[src/rtl/toggle_decoder.sv]
// Receive-side toggle decoder: synchronises a toggle-encoded level, filters it for stability
// and turns each accepted level change into an event held until the consumer acknowledges it.
module toggle_decoder #(
  parameter int SYNC_STAGES   = 2,
  parameter int STABLE_CYCLES = 4,
  parameter int CNT_W         = 8
) (
  input  logic             clk,
  input  logic             reset_n,
  input  logic             tog_in,
  input  logic             en,
  input  logic             evt_ack,
  input  logic             clr_ovr,
  output logic             evt_valid,
  output logic             evt_level,
  output logic [CNT_W-1:0] evt_count,
  output logic             overrun,
  output logic             tog_state,
  output logic [1:0]       dbg_state
);

  localparam int STAB_W = $clog2(STABLE_CYCLES + 1);

  typedef enum logic [1:0] {
    IDLE    = 2'd0,
    CONFIRM = 2'd1,
    ACCEPT  = 2'd2
  } state_t;

  state_t                  state;
  state_t                  state_nxt;
  logic [SYNC_STAGES-1:0]  sync_q;
  logic                    s;
  logic [STAB_W-1:0]       stab_cnt;
  logic [STAB_W-1:0]       stab_cnt_nxt;
  logic                    accept;
  logic                    ref_load;

  assign s         = sync_q[SYNC_STAGES-1];
  assign dbg_state = state;

  always_ff @(posedge clk) begin
    if (!reset_n) begin
      state    <= IDLE;
      stab_cnt <= '0;
    end else begin
      state    <= state_nxt;
      stab_cnt <= stab_cnt_nxt;
    end
  end

  // stab_cnt counts how many consecutive samples the synced level has differed from tog_state.
  always_comb begin
    state_nxt    = state;
    stab_cnt_nxt = stab_cnt;
    if (!en) begin
      state_nxt    = IDLE;
      stab_cnt_nxt = '0;
    end else begin
      case (state)
        IDLE: begin
          if (s != tog_state) begin
            state_nxt    = CONFIRM;
            stab_cnt_nxt = STAB_W'(1);
          end
        end
        CONFIRM: begin
          if (s == tog_state) begin
            state_nxt    = IDLE;
            stab_cnt_nxt = '0;
          end else if (stab_cnt < STAB_W'(STABLE_CYCLES)) begin
            stab_cnt_nxt = stab_cnt + STAB_W'(1);
          end else begin
            state_nxt = ACCEPT;
          end
        end
        ACCEPT: begin
          state_nxt    = IDLE;
          stab_cnt_nxt = '0;
        end
        default: begin
          state_nxt    = IDLE;
          stab_cnt_nxt = '0;
        end
      endcase
    end
  end

  always_comb begin
    accept   = en && (state == ACCEPT);
    ref_load = !en || accept;
  end

  // Handshake: evt_valid rises on an accepted event and stays high until a cycle with
  // evt_ack=1 while evt_valid=1; an accept in that same cycle keeps it high for the new event.
  // An accept while an unacked event is still pending sets the sticky overrun flag.
  always_ff @(posedge clk) begin
    if (!reset_n) begin
      sync_q    <= '0;
      tog_state <= 1'b0;
      evt_valid <= 1'b0;
      evt_level <= 1'b0;
      evt_count <= '0;
      overrun   <= 1'b0;
    end else begin
      sync_q <= {sync_q[SYNC_STAGES-2:0], tog_in};
      if (ref_load) begin
        tog_state <= s;
      end
      if (accept) begin
        evt_level <= s;
        evt_count <= evt_count + CNT_W'(1);
        evt_valid <= 1'b1;
      end else if (evt_ack) begin
        evt_valid <= 1'b0;
      end
      if (accept && evt_valid && !evt_ack) begin
        overrun <= 1'b1;
      end else if (clr_ovr) begin
        overrun <= 1'b0;
      end
    end
  end

endmodule

[config.mk]
export PLATFORM = sky130hd
export DESIGN_NAME = toggle_decoder
export DESIGN_NICKNAME = d
export VERILOG_FILES = /design/src/rtl/toggle_decoder.sv
export SDC_FILE = /design/constraint.sdc
export NUM_CORES = 1
export LEC_CHECK = 0
export ABC_AREA = 1
export CELL_PAD_IN_SITES_DETAIL_PLACEMENT = 0
export CELL_PAD_IN_SITES_GLOBAL_PLACEMENT = 1
export CORE_ASPECT_RATIO = 0.6
export CORE_MARGIN = 4
export CORE_UTILIZATION = 33
export DETAILED_ROUTE_END_ITERATION = 10
export PLACE_DENSITY_LB_ADDON = 0.12
export SYNTH_ARGS = -nofsm -noshare
export SYNTH_HDL_FRONTEND = slang
export SYNTH_SLANG_ARGS = --single-unit
[constraint.sdc]
create_clock -name clk -period 1.5 [get_ports clk]
set_input_delay 0.3 -clock clk [delete_from_list [all_inputs] [get_ports clk]]
set_output_delay 0.3 -clock clk [all_outputs]
set_load 0.01 [all_outputs]
==> impl_metrics.py, run 1 <==
metrics = {
    "run_status": {
        "outcome": "completed",
    },
    "flow_run": {
        "max_cap_viol_count": 0,
    },
    "hold_path": {
        "hold_depth": 2,
        "hp-start": "sync_q[0]",
        "hp-class": "reg2reg",
        "hold_path_end": "sync_q[1]",
    },
    "pwr": {
        "total_power_mw": 0.948,
        "total_leakage_power_nw": 0.623,
        "powerDensity_mw_per_mm2": 770,
        "ir_worst_vdd_v": 0.000553,
    },
    "setup_path": {
        "crit_buf_inv": 1,
        "crit_cells": 1,
        "cp_max_fo": 2,
        "cp_slowest_stage_delay_ps": 540,
        "rr_endpoint": "stab_cnt[1]",
        "arrival_ps": 1140,
        "worstPathRequired_ps": 1200,
        "rr_worst_depth": 5,
        "r2r_slack_ps": 230,
        "cp_top_family": "buffers and inverters",
        "path_cells": "clkdlybuf4s50_1",
        "slowest_stage": "clkdlybuf4s50_1",
        "cp-end-kind": "output pin",
        "crit_type": "reg2out",
        "crit_path_start_kind": "flop",
        "r2r-start": "dbg_state[0]",
    },
    "synthesis": {
        "syn_area_um2": 883,
        "synth-seq-area-share_pct": 43.1,
        "avgSynthCellArea_um2": 6.90,
        "dominantRegCellSynth": "dfxtp_1",
        "synth-seq-cells": 19,
        "syn-num-nets": 136,
        "synth.distinct_cells": 16,
        "synth_edf_count": 0,
        "yosysWarnings": 0,
        "synth_cells": 128,
        "synth-async-reset-ratio_pct": 0,
    },
    "sta": {
        "slew_viol_final": 0,
        "period_share_pct": 96.2,
        "tightest_slew_ps": 247,
        "rsz0062_at_grt": "no",
        "layout_min_cycle_time_ps": 1440,
        "fmax_ghz": 0.693,
        "hold_slack_ps": 413,
        "finClkSkew_ps": 5.15,
        "finalSetupViolCount": 0,
        "slew_headroom_pct": 83.4,
        "hold_viol_final": 0,
    },
    "global_routing": {
        "grt.overflow.total": 0,
        "track_usage_pct": 13.6,
        "grt_pass1_wl_um": 3530,
        "grt_max_degree": 12,
        "grt_pass1_vias": 756,
        "antenna_found_initial": 0,
    },
    "floorplan": {
        "fp.dieW_um": 74.8,
        "io_pins": 20,
        "row_count": 14,
        "die_h_um": 48.1,
        "initial_utilization_pct": 35.0,
        "core_mm2": 0.00252,
        "die_area_mm2": 0.00360,
    },
    "final_layout": {
        "drive_above_1_share_pct": 10.7,
        "area_delta_synth_final_pct": 39.4,
        "most-common-layout-cells": "nand2_1, inv_1, dfxtp_1",
        "nets": 168,
        "final_common_cell": "nand2_1",
        "n_antenna_cell": 0,
    },
    "drt": {
        "vias": 842,
        "drt_first_pass_iters": 6,
        "drt-total-wl_um": 2090,
        "viasPerCell": 4.41,
        "wire_per_inst_um": 10.9,
        "drt_iter0_markers": 77,
        "drc": 0,
        "postRouteAntennaNets": 0,
    },
    "place": {
        "portBuffers": 19,
        "hpwl_um": 1650,
        "gp_congestion": 0.833,
    },
    "clock_network": {
        "clk-insertion-delay-late_ps": 260,
        "cts_tree": "yes",
        "path_clk_slew_ps": 70,
        "post-cts-setup-buffers": 0,
        "clk_path_buf_depth": 2,
        "cts_inserted_buffers": 3,
        "cts-root-buf": "clkbuf_8",
        "clkSinkCount": 19,
        "htree_levels": 1,
    },
}
[layout make-up]
| class | instances | area, um2 |
|---|---|---|
| sequential | 19 | 383 |
| tap | 32 | 40.0 |
| clock buffer | 3 | 41.3 |
| inverter | 21 | 78.8 |
| timing repair buffer | 28 | 264 |
| fill | 271 | 1290 |
| clock inverter | 1 | 5.00 |
| multi-input combinational | 87 | 419 |
[Yosys cell counts (2+ instances only)]
library cell,number,share of area [%]
o21ai_0,4,2.3
nand4_1,2,1.4
nand2_1,33,14
inv_1,21,8.9
dfxtp_1,19,43
nand3_1,13,7.4
ha_1,2,2.8
a21oi_1,12,6.8
nor2_1,15,6.4
[layer usage]
layer	part of all wire (%)	vias to the layer above	GRT usage, %
met1	58	351	20.2
li1	-	468	-
met5	0	-	0
met2	33	20	17.3
met4	0.48	0	3.19
met3	7.6	3	6.29
[state kept, by name (all words and copies together), names as in the netlist]
| register | flops |
|---|---|
| tog_state | 1 |
| evt_valid | 1 |
| overrun | 1 |
| stab_cnt | 3 |
| sync_q | 2 |
| evt_level | 1 |
| evt_count | 8 |
| dbg_state | 2 |
[power breakdown]
part | switching, mW | internal, mW
Sequential | 0.00550 | 0.512
Combinational | 0.0399 | 0.0354
Clock | 0.171 | 0.185
Total | 0.216 | 0.732
[logic make-up (layout without fill, tap and decap cells)]
logic type                 after synthesis  in the layout  share of synthesized area (%)
and+or+nand+nor                         66             66                           33.0
AOI/OAI and AO/OA                       19             19                           11.6
buffers and inverters                   22             53                           9.49
adders and majority gates                2              2                           2.83
DFF                                     19             19                           43.1
[per-stage QoR]
stage / instance area, um2 / setup slack (ps) / TNS [ps] / util (%) / cells
after floorplan: 883 / 349 / 0 / - / 128
after global placement: 1180 / 3.45 / 0 / 46.6 / 187
after detailed placement: 1180 / -42.4 / -54.2 / 46.6 / 187
after CTS: 1220 / 12.1 / 0 / 48.4 / 191
after global routing: 1230 / 5.52 / 0 / 48.8 / 191
final: 1230 / 57.3 / 0 / 48.8 / 191
[worst max-delay path by stage]
stage / slack (ps) / from / to
3_5_place_dp: -40 / en / evt_count[5]
5_1_grt: 6 / evt_count[5] / evt_count[5]
6_report: 60 / evt_count[5] / evt_count[5]
3_3_place_gp: 3 / en / evt_count[5]
4_1_cts: 10 / evt_count[1] / evt_count[1]
2_1_floorplan: 350 / dbg_state[0] / stab_cnt[0]
[repair_timing]
action | 4_1_cts | 5_1_grt
hold buffers | 0 | 0
setup endpoints to repair | 4 | 4
pin swaps | 0 | 0
gates resized for setup | 5 | 4
endpoints found under the hold margin | 0 | 0
Note: power is estimated with default switching activity, not from simulation.
==> run 2, diff against run 1 <==
--- a/config.mk
+++ b/config.mk
@@ -10,7 +10,7 @@
 export CELL_PAD_IN_SITES_GLOBAL_PLACEMENT = 1
 export CORE_ASPECT_RATIO = 0.6
 export CORE_MARGIN = 4
-export CORE_UTILIZATION = 33
+export CORE_UTILIZATION = 36
 export DETAILED_ROUTE_END_ITERATION = 10
 export PLACE_DENSITY_LB_ADDON = 0.12
 export SYNTH_ARGS = -nofsm -noshare
==> constraint.sdc (replaced) <==
create_clock -name clk -period 1.7 [get_ports clk]
set_input_delay 0.34 -clock clk [delete_from_list [all_inputs] [get_ports clk]]
set_output_delay 0.34 -clock clk [all_outputs]
set_load 0.01 [all_outputs]
==> impl_metrics.py, run 2 (synthesis gave the netlist of run 1 again) <==
metrics = {
    "sta": {
        "fmax_ghz": 0.624,
        "fin_setup_tns_ps": 0,
        "rsz0062_at_grt": "no",
        "layout_min_cycle_time_ps": 1600,
        "hold_slack_ps": 417,
        "slew_viol_final": 0,
        "period_share_pct": 94.2,
        "tightest_slew_ps": 285,
        "finalSetupViolCount": 0,
        "finClkSkew_ps": 4.64,
        "slew_headroom_pct": 80.8,
        "hold_viol_final": 0,
    },
    "drt": {
        "routed-wl-met2_um": 662,
        "met3WireLength_um": 125,
        "drc": 0,
        "drt-total-wl_um": 1930,
        "drt_iter0_markers": 26,
        "drt_first_pass_iters": 4,
        "wl_met1_um": 1120,
        "wire_per_inst_um": 10.5,
        "postRouteAntennaNets": 0,
        "viasPerCell": 4.55,
        "vias": 837,
        "dr.max_layer_used": "met4",
    },
    "final_layout": {
        "area_delta_synth_final_pct": 33.9,
        "drive_above_1_share_pct": 6.49,
        "nets": 163,
        "largest_reg_flops": 8,
        "final_common_cell": "nand2_1",
        "largest_registers": "evt_count (8), stab_cnt (3)",
        "top_register": "evt_count",
        "most-common-layout-cells": "nand2_1, inv_1, dfxtp_1, clkdlybuf4s50_1, nor2_1",
        "n_antenna_cell": 0,
    },
    "clock_network": {
        "cts_tree": "yes",
        "cts_inserted_buffers": 3,
        "cts-root-buf": "clkbuf_8",
        "clk_path_buf_depth": 2,
        "clkSinkCount": 19,
        "htree_levels": 1,
        "post_cts_resize_count": 0,
        "clk-insertion-delay-late_ps": 260,
        "holdBufCountCts": 0,
        "post-cts-setup-buffers": 0,
        "path_clk_slew_ps": 70,
    },
    "setup_path": {
        "arrival_ps": 1260,
        "crit_path_start_kind": "flop",
        "crit_buf_inv": 1,
        "crit_cells": 1,
        "rr_endpoint": "stab_cnt[0]",
        "cp-end-kind": "output pin",
        "r2r-start": "dbg_state[0]",
        "rr_worst_depth": 5,
        "cp_top_family": "buffers and inverters",
        "path_cells": "clkdlybuf4s50_1",
        "crit_type": "reg2out",
        "cp_slowest_stage_delay_ps": 570,
        "crit_path_start": "evt_count[2]",
        "cp_max_fo": 6,
        "r2r_slack_ps": 420,
        "worstPathRequired_ps": 1360,
        "slowest_stage": "clkdlybuf4s50_1",
        "crit_end": "evt_count[2]",
    },
    "global_routing": {
        "grt_max_degree": 12,
        "grt_pass1_wl_um": 3060,
        "track_usage_pct": 12.6,
        "antenna_found_initial": 0,
        "grt.overflow.total": 0,
        "grt_pass1_vias": 693,
    },
    "floorplan": {
        "row_count": 13,
        "die_area_mm2": 0.00334,
        "io_pins": 20,
        "core_mm2": 0.00224,
        "initial_utilization_pct": 39.4,
        "die_h_um": 46.4,
        "fp.dieW_um": 72.0,
    },
    "place": {
        "gp_congestion": 0.762,
        "portBuffers": 19,
        "hpwl_um": 1530,
    },
    "flow_run": {
        "max_cap_viol_count": 0,
    },
    "run_status": {
        "outcome": "completed",
    },
    "pwr": {
        "total_leakage_power_nw": 0.512,
        "powerDensity_mw_per_mm2": 706,
        "ir_worst_vdd_v": 0.000422,
    },
    "hold_path": {
        "hp-class": "reg2reg",
    },
}
[run 2: layer usage]
layer,global-route usage [%],up-vias
met4,4.49,0
met5,0,-
met2,16.4,20
li1,-,457
met3,5.66,5
met1,17.9,355
[run 2: report_power, final]
group | total [mW] | switching [mW] | internal, mW
logic | 0.0642 | 0.0346 | 0.0296
clock network | 0.314 | 0.151 | 0.163
registers | 0.456 | 0.00471 | 0.452
[run 2: cell type report]
cell class	count	area [um2]
tap	30	37.5
inverter	21	78.8
clock buffer	3	41.3
clock inverter	1	5.00
sequential	19	380
timing repair buffer	23	220
multi-input combinational	87	419
fill	227	1060
[run 2: worst min-delay path by stage]
stage / startpoint / end / slack (ps) / cells after the start
2_1_floorplan: sync_q[0] / sync_q[1] / 390 / 2
3_3_place_gp: sync_q[0] / sync_q[1] / 400 / 2
3_5_place_dp: sync_q[0] / sync_q[1] / 400 / 2
4_1_cts: sync_q[0] / sync_q[1] / 420 / 2
5_1_grt: sync_q[0] / sync_q[1] / 450 / 2
6_report: sync_q[0] / sync_q[1] / 420 / 2
[run 2: stage by stage]
| stage | worst slack (ps) | instance area (um2) | std cells | util [%] | total power [mW] |
|---|---|---|---|---|---|
| 4_1_cts | 81.1 | 1180 | 184 | 52.7 | 0.847 |
| 3_5_place_dp | 125 | 1140 | 180 | 50.6 | 0.531 |
| 5_1_grt | 56.4 | 1180 | 184 | 52.7 | 0.881 |
| 6_report | 98.0 | 1180 | 184 | 52.7 | 0.835 |
| 3_3_place_gp | 141 | 1140 | 180 | 50.6 | 0.530 |
| 2_1_floorplan | 549 | 883 | 128 | - | 0.504 |
==> run 3, diff against run 2 <==
--- a/config.mk
+++ b/config.mk
@@ -12,6 +12,7 @@
 export CORE_MARGIN = 4
 export CORE_UTILIZATION = 36
 export DETAILED_ROUTE_END_ITERATION = 10
+export HOLD_SLACK_MARGIN = 0.02
 export PLACE_DENSITY_LB_ADDON = 0.12
 export SYNTH_ARGS = -nofsm -noshare
 export SYNTH_HDL_FRONTEND = slang
==> results of run 3 <==
No change in the layout: final DEF, timing and power equal those of run 2.
